**src/rtl/int_exec_unit_if.sv**
```systemverilog
// Handshake and result bus of the integer execute unit.
// The issuing stage holds the master side and the unit holds the slave side.
interface int_exec_unit_if #(parameter int WIDTH = 32);
  logic             flush;
  logic             in_valid;
  logic             in_ready;
  logic [3:0]       op;
  logic [WIDTH-1:0] a;
  logic [WIDTH-1:0] b;
  logic             out_valid;
  logic             out_ready;
  logic [WIDTH-1:0] out_lo;
  logic [WIDTH-1:0] out_hi;
  logic             div_zero;
  logic             busy;

  modport master (
    output flush, in_valid, op, a, b, out_ready,
    input  in_ready, out_valid, out_lo, out_hi, div_zero, busy
  );

  modport slave (
    input  flush, in_valid, op, a, b, out_ready,
    output in_ready, out_valid, out_lo, out_hi, div_zero, busy
  );
endinterface

```
**src/rtl/int_exec_unit.sv**
```systemverilog
// WIDTH-generic EX-stage unit: single-cycle ALU, iterative shift-add multiply
// and restoring divide on magnitudes, with the sign applied in DONE.
module int_exec_unit #(parameter int WIDTH = 32) (
  input logic            clk,
  input logic            reset,
  int_exec_unit_if.slave bus
);
  localparam int CW = $clog2(WIDTH) + 1;
  localparam logic [1:0] IDLE = 2'd0, MUL = 2'd1, DIV = 2'd2, DONE = 2'd3;

  logic [1:0]         state;
  logic [CW-1:0]      cnt;
  logic [2*WIDTH-1:0] acc;   // hi: partial product / remainder, lo: multiplier / quotient
  logic [WIDTH-1:0]   opb;
  logic               is_mul, neg_q, neg_r, dz;

  logic               accept, op_mul, op_div, sgn, sa, sb;
  logic [WIDTH-1:0]   mag_a, mag_b, alu_res;
  logic [WIDTH:0]     mul_sum, trial;
  logic [WIDTH-1:0]   diff;
  logic               ge;
  logic [2*WIDTH-1:0] mul_next, div_next, prod_neg;
  logic [WIDTH-1:0]   fin_lo, fin_hi;

  assign bus.in_ready = (state == IDLE) && (!bus.out_valid || bus.out_ready) && !bus.flush;
  assign bus.busy     = (state == MUL) || (state == DIV);
  assign accept       = bus.in_valid && bus.in_ready;

  assign op_mul = (bus.op == 4'd8)  || (bus.op == 4'd9);
  assign op_div = (bus.op == 4'd10) || (bus.op == 4'd11);
  assign sgn    = (bus.op == 4'd9)  || (bus.op == 4'd11);
  assign sa     = sgn && bus.a[WIDTH-1];
  assign sb     = sgn && bus.b[WIDTH-1];
  assign mag_a  = sa ? -bus.a : bus.a;
  assign mag_b  = sb ? -bus.b : bus.b;

  always_comb begin
    alu_res = bus.a;
    case (bus.op)
      4'd0: alu_res = bus.a + bus.b;
      4'd1: alu_res = bus.a - bus.b;
      4'd2: alu_res = bus.a & bus.b;
      4'd3: alu_res = bus.a | bus.b;
      4'd4: alu_res = bus.a ^ bus.b;
      4'd5: alu_res = ~bus.a;
      4'd7: alu_res = {{(WIDTH-1){1'b0}}, ($signed(bus.a) < $signed(bus.b))};
      default: alu_res = bus.a;
    endcase
  end

  // One multiply step: conditional add into the high half, then shift right.
  assign mul_sum  = {1'b0, acc[2*WIDTH-1:WIDTH]} + (acc[0] ? {1'b0, opb} : {(WIDTH+1){1'b0}});
  assign mul_next = {mul_sum, acc[WIDTH-1:1]};

  // One restoring divide step; the difference always fits WIDTH bits when ge.
  assign trial    = {acc[2*WIDTH-1:WIDTH], acc[WIDTH-1]};
  assign ge       = trial >= {1'b0, opb};
  assign diff     = trial[WIDTH-1:0] - opb;
  assign div_next = ge ? {diff, acc[WIDTH-2:0], 1'b1} : {acc[2*WIDTH-2:0], 1'b0};

  always_comb begin
    prod_neg = -acc;
    fin_lo   = acc[WIDTH-1:0];
    fin_hi   = acc[2*WIDTH-1:WIDTH];
    if (is_mul) begin
      if (neg_q) begin
        fin_lo = prod_neg[WIDTH-1:0];
        fin_hi = prod_neg[2*WIDTH-1:WIDTH];
      end
    end else begin
      if (neg_q) fin_lo = -acc[WIDTH-1:0];
      if (neg_r) fin_hi = -acc[2*WIDTH-1:WIDTH];
    end
  end

  always_ff @(posedge clk or negedge reset) begin
    if (!reset) begin
      state         <= IDLE;
      cnt           <= '0;
      acc           <= '0;
      opb           <= '0;
      is_mul        <= 1'b0;
      neg_q         <= 1'b0;
      neg_r         <= 1'b0;
      dz            <= 1'b0;
      bus.out_valid <= 1'b0;
      bus.out_lo    <= '0;
      bus.out_hi    <= '0;
      bus.div_zero  <= 1'b0;
    end else if (bus.flush) begin
      state         <= IDLE;
      bus.out_valid <= 1'b0;
      bus.div_zero  <= 1'b0;
    end else begin
      case (state)
        IDLE: begin
          if (accept) begin
            if (op_mul) begin
              acc           <= {{WIDTH{1'b0}}, mag_b};
              opb           <= mag_a;
              is_mul        <= 1'b1;
              neg_q         <= sa ^ sb;
              neg_r         <= 1'b0;
              dz            <= 1'b0;
              cnt           <= CW'(WIDTH);
              bus.out_valid <= 1'b0;
              state         <= MUL;
            end else if (op_div) begin
              is_mul        <= 1'b0;
              cnt           <= CW'(WIDTH);
              bus.out_valid <= 1'b0;
              if (bus.b == '0) begin
                // Divide by zero bypasses the iterations with the fixed result.
                acc   <= {bus.a, {WIDTH{1'b1}}};
                neg_q <= 1'b0;
                neg_r <= 1'b0;
                dz    <= 1'b1;
                state <= DONE;
              end else begin
                acc   <= {{WIDTH{1'b0}}, mag_a};
                opb   <= mag_b;
                neg_q <= sa ^ sb;
                neg_r <= sa;
                dz    <= 1'b0;
                state <= DIV;
              end
            end else begin
              bus.out_lo    <= alu_res;
              bus.out_hi    <= '0;
              bus.div_zero  <= 1'b0;
              bus.out_valid <= 1'b1;
            end
          end else if (bus.out_ready) begin
            bus.out_valid <= 1'b0;
          end
        end
        MUL: begin
          acc <= mul_next;
          cnt <= cnt - CW'(1);
          if (cnt == CW'(1)) state <= DONE;
        end
        DIV: begin
          acc <= div_next;
          cnt <= cnt - CW'(1);
          if (cnt == CW'(1)) state <= DONE;
        end
        default: begin
          bus.out_lo    <= fin_lo;
          bus.out_hi    <= fin_hi;
          bus.div_zero  <= dz;
          bus.out_valid <= 1'b1;
          state         <= IDLE;
        end
      endcase
    end
  end
endmodule

```
**src/flat_wrapper.sv**
```systemverilog
// flat-port wrapper written by rule: the top's interface ports become plain ports
module int_exec_unit_flat 
#(parameter int WIDTH = 32)
  (clk, reset, bus_flush, bus_in_valid, bus_op, bus_a, bus_b, bus_out_ready, bus_in_ready, bus_out_valid, bus_out_lo, bus_out_hi, bus_div_zero, bus_busy);
  int_exec_unit_if #(.WIDTH(WIDTH)) bus_i ();
  input logic clk;
  input logic reset;
  input wire logic [$bits(bus_i.flush)-1:0] bus_flush;
  input wire logic [$bits(bus_i.in_valid)-1:0] bus_in_valid;
  input wire logic [$bits(bus_i.op)-1:0] bus_op;
  input wire logic [$bits(bus_i.a)-1:0] bus_a;
  input wire logic [$bits(bus_i.b)-1:0] bus_b;
  input wire logic [$bits(bus_i.out_ready)-1:0] bus_out_ready;
  output wire logic [$bits(bus_i.in_ready)-1:0] bus_in_ready;
  output wire logic [$bits(bus_i.out_valid)-1:0] bus_out_valid;
  output wire logic [$bits(bus_i.out_lo)-1:0] bus_out_lo;
  output wire logic [$bits(bus_i.out_hi)-1:0] bus_out_hi;
  output wire logic [$bits(bus_i.div_zero)-1:0] bus_div_zero;
  output wire logic [$bits(bus_i.busy)-1:0] bus_busy;
  assign bus_i.flush = bus_flush;
  assign bus_i.in_valid = bus_in_valid;
  assign bus_i.op = bus_op;
  assign bus_i.a = bus_a;
  assign bus_i.b = bus_b;
  assign bus_i.out_ready = bus_out_ready;
  assign bus_in_ready = bus_i.in_ready;
  assign bus_out_valid = bus_i.out_valid;
  assign bus_out_lo = bus_i.out_lo;
  assign bus_out_hi = bus_i.out_hi;
  assign bus_div_zero = bus_i.div_zero;
  assign bus_busy = bus_i.busy;
  int_exec_unit #(.WIDTH(WIDTH)) u_core (.clk(clk), .reset(reset), .bus(bus_i));
endmodule
```
**config.mk**
```make
export PLATFORM = sky130hd
export DESIGN_NAME = int_exec_unit_flat
export DESIGN_NICKNAME = d
export VERILOG_FILES = /design/src/rtl/int_exec_unit_if.sv /design/src/rtl/int_exec_unit.sv /design/src/flat_wrapper.sv
export SDC_FILE = /design/constraint.sdc
export NUM_CORES = 1
export LEC_CHECK = 0
export BUFFER_PORTS_ARGS = -buffer_cell sky130_fd_sc_hd__buf_2
export CAP_MARGIN = 20
export CORE_ASPECT_RATIO = 0.5
export CORE_UTILIZATION = 35
export CTS_BUF_LIST = sky130_fd_sc_hd__clkbuf_4 sky130_fd_sc_hd__clkbuf_8 sky130_fd_sc_hd__clkbuf_16
export CTS_CLUSTER_DIAMETER = 30
export CTS_CLUSTER_SIZE = 14
export DETAILED_ROUTE_END_ITERATION = 8
export HOLD_SLACK_MARGIN = 0.08
export MAX_ROUTING_LAYER = met4
export SYNTH_ARGS = -nofsm -noshare
export SYNTH_HDL_FRONTEND = slang
export SYNTH_SLANG_ARGS = --single-unit
```
**constraint.sdc**
```tcl
create_clock -name clk -period 3.7 [get_ports clk]
set_input_delay 0.37 -clock clk [delete_from_list [all_inputs] [get_ports clk]]
set_output_delay 0.37 -clock clk [all_outputs]
set_load 0.005 [all_outputs]
```
==> results.toml, run 1 <==
[outcome]
status = "complete, no violations"

[die]
start_util_pct = 35.7
die_y_um = 174
core-area_um2 = 57900
ios = 141
rows = 62
dieArea_um2 = 60100
die_w_um = 346

[clock_tree]
clock-sinks = 174
postCtsSetupBuffers = 0
clkLatencyLatePin_ps = 460
cts_buffer_depth = 2
cts_tree = "built"
cts_max_level = 4
cts-buffers-inserted = 17
clock-root-buffer = "clkbuf_16"
clk_pin_slew_ps = 80

[cells_and_area]
final_cell_mix = "296 x a21oi_1, 290 x o21ai_0, 263 x nand2_1"
layout-drive-gt1-share_pct = 13.7
multi_input_area_um2 = 15000
register_area_um2 = 4350
final_nets = 3274
final_util_pct = 41.1
n_fill_cell = 6035
mostFrequentLayoutCell = "a21oi_1"
syn_to_final_growth_pct = 15.2

[detailed_routing]
first_pass_iters = 6
wl_mm = 87.3
drc_errors = 0
route.antenna.remaining_nets = 0
drt_iter0_drc = 2818
post_drt_wl_per_cell_um = 23.0
via_per_inst = 5.94
via_count = 22600

[worst_setup_path]
crit_required_ps = 4050
cp-start-kind = "input port"
cp-end-kind = "flop"
arrival_ps = 3870
path_class = "input port to flop"
crit_start = "bus_b[0]"
path_max_fanout = 3
timing.rr.start = "u_core.acc[0]"

[timing]
relSlewSlack_pct = 34.4
hold_viol = 0
fin_crit_sh_pct = 95.1
worst_pin_slew_ps = 981
final-setup-viol-count = 0
period_minus_slack_ps = 3520
finalSetupTns_ps = 0
max_freq_mhz = 284
skew_ps = 15.7
report.final.slew_viol_count = 0
setup_slack_ps = 183
rsz0062_at_grt = "true"

[power_and_ir_drop]
power_density_nw_per_um2 = 719
ir_drop_mv = 0.314
p_leak_nw = 10.6

[yosys]
ys_seq_area_share_pct = 21.1
ys_async_sr_fraction_pct = 100
synth_nets = 3110
synth-seq-cells = 174
syn_inst = 2846
netlist_area_um2 = 20700
ys.flop_type = "dfrtp_1"
avgSynthCellArea_um2 = 7.26
yosys_warnings = 0
yosysUniqueCellTypes = 82
synth_edf_count = 0

[worst_hold_path]
hold_class = "input port to flop"
min_from = "bus_flush"

[placed_design]
port_buffers = 140
gp_congestion = 1.00
post-place-ws_ps = -244
dp_hpwl_mm = 68.8

[grt]
grt_pass1_vias = 20800
grt_overflow = 0
antenna_found_initial = 5
grt_max_degree = 89
grt_pass1_wl_mm = 132
track_usage_pct = 29.3

[job]
maxCapViolCount = 0
-- stage by stage --
step                      instances  power, mW  hold WS (ps)  cell area [um^2]
after floorplan                2846       10.9          74.4             20700
after global placement         3758       14.7           458             23100
after detailed placement       3758       14.8           467             23100
after CTS                      3791       16.9           241             23800
after global routing           3796       18.4           274             23800
final                          3796       17.1           266             23800
-- power by group --
| group | total [mW] | switching [mW] | internal, mW |
|---|---|---|---|
| sequential | 3.56 | 0.849 | 2.71 |
| clock | 2.03 | 0.919 | 1.11 |
| combinational | 11.5 | 7.11 | 4.42 |
-- state kept, by name (all words and copies together), names as in the netlist --
register,count
u_core.acc,64
u_core.bus.div_zero,1
u_core.bus.out_hi,32
u_core.bus.out_lo,32
u_core.bus.out_valid,1
u_core.cnt,6
u_core.dz,1
u_core.is_mul,1
u_core.neg_q,1
u_core.neg_r,1
u_core.opb,32
u_core.state,2
-- cell usage after synthesis, types with 11 or more instances --
master    instances  area [um^2]
o211ai_1         27          203
clkbuf_1        174          653
dfrtp_1         174         4350
buf_1            11         41.3
nor2_1          260          976
or3_1            31          194
nor2b_1          23          144
ha_1            187         2340
nand3_1          46          230
a22oi_1          20          150
a211oi_1         38          285
xnor2_1         165         1450
a21o_1           41          308
or2_2            11         68.8
mux2i_1          20          200
nand2_1         263          987
nor4_1           31          194
nand4_1          17          106
o31ai_1          38          285
a22o_1           30          263
and3_1           22          138
inv_1           157          589
o21bai_1         24          180
a31oi_1          40          250
nand2b_1         36          225
o21ai_0         290         1450
a221oi_1         41          359
o22ai_1          20          125
or4_1            17          128
xor2_1           38          333
nor3_1           78          390
o21ai_1          18         90.1
a21oi_1         296         1480
-- metal layers --
layer | track usage (%) | share of wire [%] | vias to the layer above | wire (um)
met3 | 5.26 | 9.8 | 89 | 8540
met1 | 43.0 | 47 | 10800 | 41000
met5 | - | 0 | - | 0
met4 | 7.89 | 2.3 | 0 | 2030
met2 | 40.6 | 41 | 1107 | 35800
li1 | - | - | 10600 | -
-- cell type report --
type / instances / area share (%)
Antenna cell: 5 / 0.0526
Sequential cell: 174 / 18.3
Clock buffer: 18 / 1.85
Clock inverter: 14 / 0.804
Tap cell: 768 / 4.04
Inverter: 158 / 2.49
Timing Repair Buffer: 337 / 9.31
Multi-Input combinational cell: 2322 / 63.2
-- worst max-delay path, stage by stage --
cell and delay [ps]:
buf_2 110, ha_1 210, fa_1 400, a211oi_1 240, buf_4 170, o21ai_1 90, a311oi_1 400, o21bai_1 190
a221o_1 410, a41o_1 270, a221oi_1 400, mux2_2 380, a22oi_1 150, o21bai_1 80
-- path summary, 6_finish.rpt --
path,cells past startpoint,slack [ps],endpoint
max in group asynchronous,3,2250,u_core.acc[62]
min in group asynchronous,2,530,u_core.bus.out_lo[5]
worst max register to register,14,190,u_core.acc[63]
worst max-delay path,14,180,u_core.bus.out_lo[28]
worst min register to register,2,470,u_core.bus.out_hi[29]
worst min-delay path,2,270,u_core.state[1]
-- logic make-up after synthesis --
kind of cell,Yosys count,synth area share [%]
AOI/OAI and AO/OA,1034,31.3
xor gates and xnor gates,203,8.61
adders and majority gates,191,11.7
buffers and inverters,350,6.46
DFF,174,21.1
muxes,23,1.13
and+or+nand+nor,871,19.7
-- timing repair --
| item | CTS | global route |
|---|---|---|
| hold endpoints to repair | 86 | 0 |
| hold buffers | 1 | 0 |
| resized for setup | 0 | 3 |
| setup endpoints to repair | 0 | 4 |
Note: power is estimated with default switching activity, not from simulation.
==> inputs of run 2 (changes only) <==
--- a/config.mk
+++ b/config.mk
@@ -7,6 +7,8 @@
 export LEC_CHECK = 0
 export BUFFER_PORTS_ARGS = -buffer_cell sky130_fd_sc_hd__buf_2
 export CAP_MARGIN = 20
+export CELL_PAD_IN_SITES_DETAIL_PLACEMENT = 2
+export CELL_PAD_IN_SITES_GLOBAL_PLACEMENT = 2
 export CORE_ASPECT_RATIO = 0.5
 export CORE_UTILIZATION = 35
 export CTS_BUF_LIST = sky130_fd_sc_hd__clkbuf_4 sky130_fd_sc_hd__clkbuf_8 sky130_fd_sc_hd__clkbuf_16
@@ -15,6 +17,8 @@
 export DETAILED_ROUTE_END_ITERATION = 8
 export HOLD_SLACK_MARGIN = 0.08
 export MAX_ROUTING_LAYER = met4
+export PLACE_DENSITY_LB_ADDON = 0.1
+export REMOVE_ABC_BUFFERS = 1
 export SYNTH_ARGS = -nofsm -noshare
 export SYNTH_HDL_FRONTEND = slang
 export SYNTH_SLANG_ARGS = --single-unit
==> run 2 against run 1 <==
  * Core utilization up 0.83 points
  * Die area unchanged
  * Wire length up 25%
  * Sequential power about the same
  * Clock skew up 3.6 ps
  * Sequential cell count unchanged
  * Highest routed layer unchanged
  * Final area up 2.0%
  * Hold slack worse by 12 ps
  * Via count up 6.7%
  * Clock power about the same
  * Sequential share of layout area down 0.36 points
  * Power up 7.2%
==> results.toml, run 2 (synthesized netlist as in run 1, its figures left out) <==
[power_and_ir_drop]
power.switching_mw = 9.88
p_seq_share_pct = 19.4
ir_drop_mv = 0.411
combPwrFrac_pct = 69.6
swShare_pct = 53.8
intPower_mw = 8.47
pwr-share-clk_pct = 11.0
p_leak_nw = 10.8
power_density_nw_per_um2 = 755

[worst_setup_path]
cp-end-kind = "flop"
rrSetupSlack_ps = 140
crit_slowest_cell = "a311oi_1"
crit_chain = "inv_1 -> buf_4 -> nor2_1 -> ha_1 -> nor2b_1 -> o31a_1 -> a21oi_1 -> a21oi_2 -> a31o_2 -> a311oi_1 -> nor3_2 -> xor2_1 -> a221oi_1 -> nor3_1"
crit_start = "u_core.acc[0]"
crit_required_ps = 4060
cp-start-kind = "flop"
path_max_fanout = 6
path_class = "flop to flop"
slowest_delay_ps = 490
timing.rr.start = "u_core.acc[0]"
arrival_ps = 3920

[cells_and_area]
final_nets = 3335
regMostFlops = "u_core.acc"
layout-drive-gt1-share_pct = 15.5
largest_register_ffs = 64
mostFrequentLayoutCell = "a21oi_1"
final_cell_mix = "295 x a21oi_1, 288 x o21ai_0, 263 x nand2_1"
syn_to_final_growth_pct = 17.5
stdcell_count = 3855

[clock_tree]
clock-root-buffer = "clkbuf_16"
cts_buffer_depth = 2
clkLatencyLatePin_ps = 490
cts-buffers-inserted = 17
clock-sinks = 174
cts_tree = "built"
cts_max_level = 4
clk_pin_slew_ps = 80

[grt]
grt_pass1_wl_mm = 162
antenna_found_initial = 5
track_usage_pct = 36.8
grt_max_degree = 102
grt_pass1_vias = 24600
grt_overflow = 0

[timing]
finalSetupTns_ps = 0
relSlewSlack_pct = 28.3
period_minus_slack_ps = 3560
hold_viol = 0
worst_pin_slew_ps = 1070
final-setup-viol-count = 0
skew_ps = 19.3
report.final.slew_viol_count = 0
max_freq_mhz = 281
fin_crit_sh_pct = 96.2

[detailed_routing]
first_pass_iters = 6
via_per_inst = 6.24
post_drt_wl_per_cell_um = 28.3
drc_errors = 0
drt_iter0_drc = 2056
via_count = 24100
route.antenna.remaining_nets = 0
wl_mm = 109

[placed_design]
port_buffers = 140
dp_hpwl_mm = 86.4
gp_congestion = 0.952
placed_cells = 3818

[job]
maxCapViolCount = 0

[worst_hold_path]
min_from = "bus_flush"
hold_class = "input port to flop"

[die]
ios = 141
die_y_um = 174
core-area_um2 = 57900
start_util_pct = 35.7
die_w_um = 346
dieArea_um2 = 60100
rows = 62

[outcome]
status = "complete, no violations"
-- run 2: metrics by stage --
step | worst slack (ps) | area (um^2) | hold WS (ps) | power (mW) | utilization [%]
6_report | 142 | 24300 | 254 | 18.3 | 42.0
5_1_grt | -32.7 | 24300 | 257 | 19.5 | 42.0
4_1_cts | 61.2 | 24200 | 251 | 18.0 | 41.9
3_5_place_dp | -225 | 23600 | 469 | 15.9 | 40.8
3_3_place_gp | -131 | 23600 | 456 | 15.4 | 40.8
2_1_floorplan | -3050 | 19900 | 74.4 | 10.7 | -
-- run 2: layout make-up --
cell class	instances	area, um^2
inverters	158	593
clock inverters	14	155
flip-flops and latches	174	4350
multi-input cells	2322	15100
diodes	3	7.51
fillers	6909	33600
well taps	768	961
repair buffers	398	2720
clock buffers	18	439
-- run 2: critical path, delay by kind of cell (launching register included) --
kind            cells  cell delay [ps]
fa+ha+maj           1              280
flops               1              400
xor+xnor            1              180
buf+inv             2              320
compound gates      6             1820
simple gates        4              450
-- run 2: power groups by stage --
stage | sequential, mW | clock (mW) | combinational (mW)
6_report | 3.55 | 2.02 | 12.8
5_1_grt | 3.63 | 2.10 | 13.7
4_1_cts | 3.52 | 2.04 | 12.5
3_5_place_dp | 3.56 | 0 | 12.3
3_3_place_gp | 3.49 | 0 | 11.9
2_1_floorplan | 3.47 | 0 | 7.22
-- run 2: metal layers --
| layer | share of wire (%) | track usage [%] | vias up |
|---|---|---|---|
| li1 | - | - | 10700 |
| met1 | 49 | 53.5 | 12400 |
| met2 | 42 | 52.2 | 880 |
| met3 | 7.7 | 6.80 | 107 |
| met4 | 1.8 | 7.72 | 0 |
| met5 | 0 | - | - |
-- run 2: path summary, 6_finish.rpt --
path                                         end  cells after the start
max in group asynchronous        u_core.state[1]                      3
hold reg to reg            u_core.bus.out_hi[30]                      2
setup / recovery                  u_core.acc[59]                     14
setup reg to reg                  u_core.acc[59]                     14
min in group asynchronous   u_core.bus.out_hi[4]                      2
hold / removal                   u_core.state[1]                      2
-- run 2: repair_timing --
item,4_1_cts,5_1_grt
setup endpoints to repair,0,20
hold buffers,1,0
gates resized for setup,0,8
endpoints found under the hold margin,32,0
setup buffers,0,1
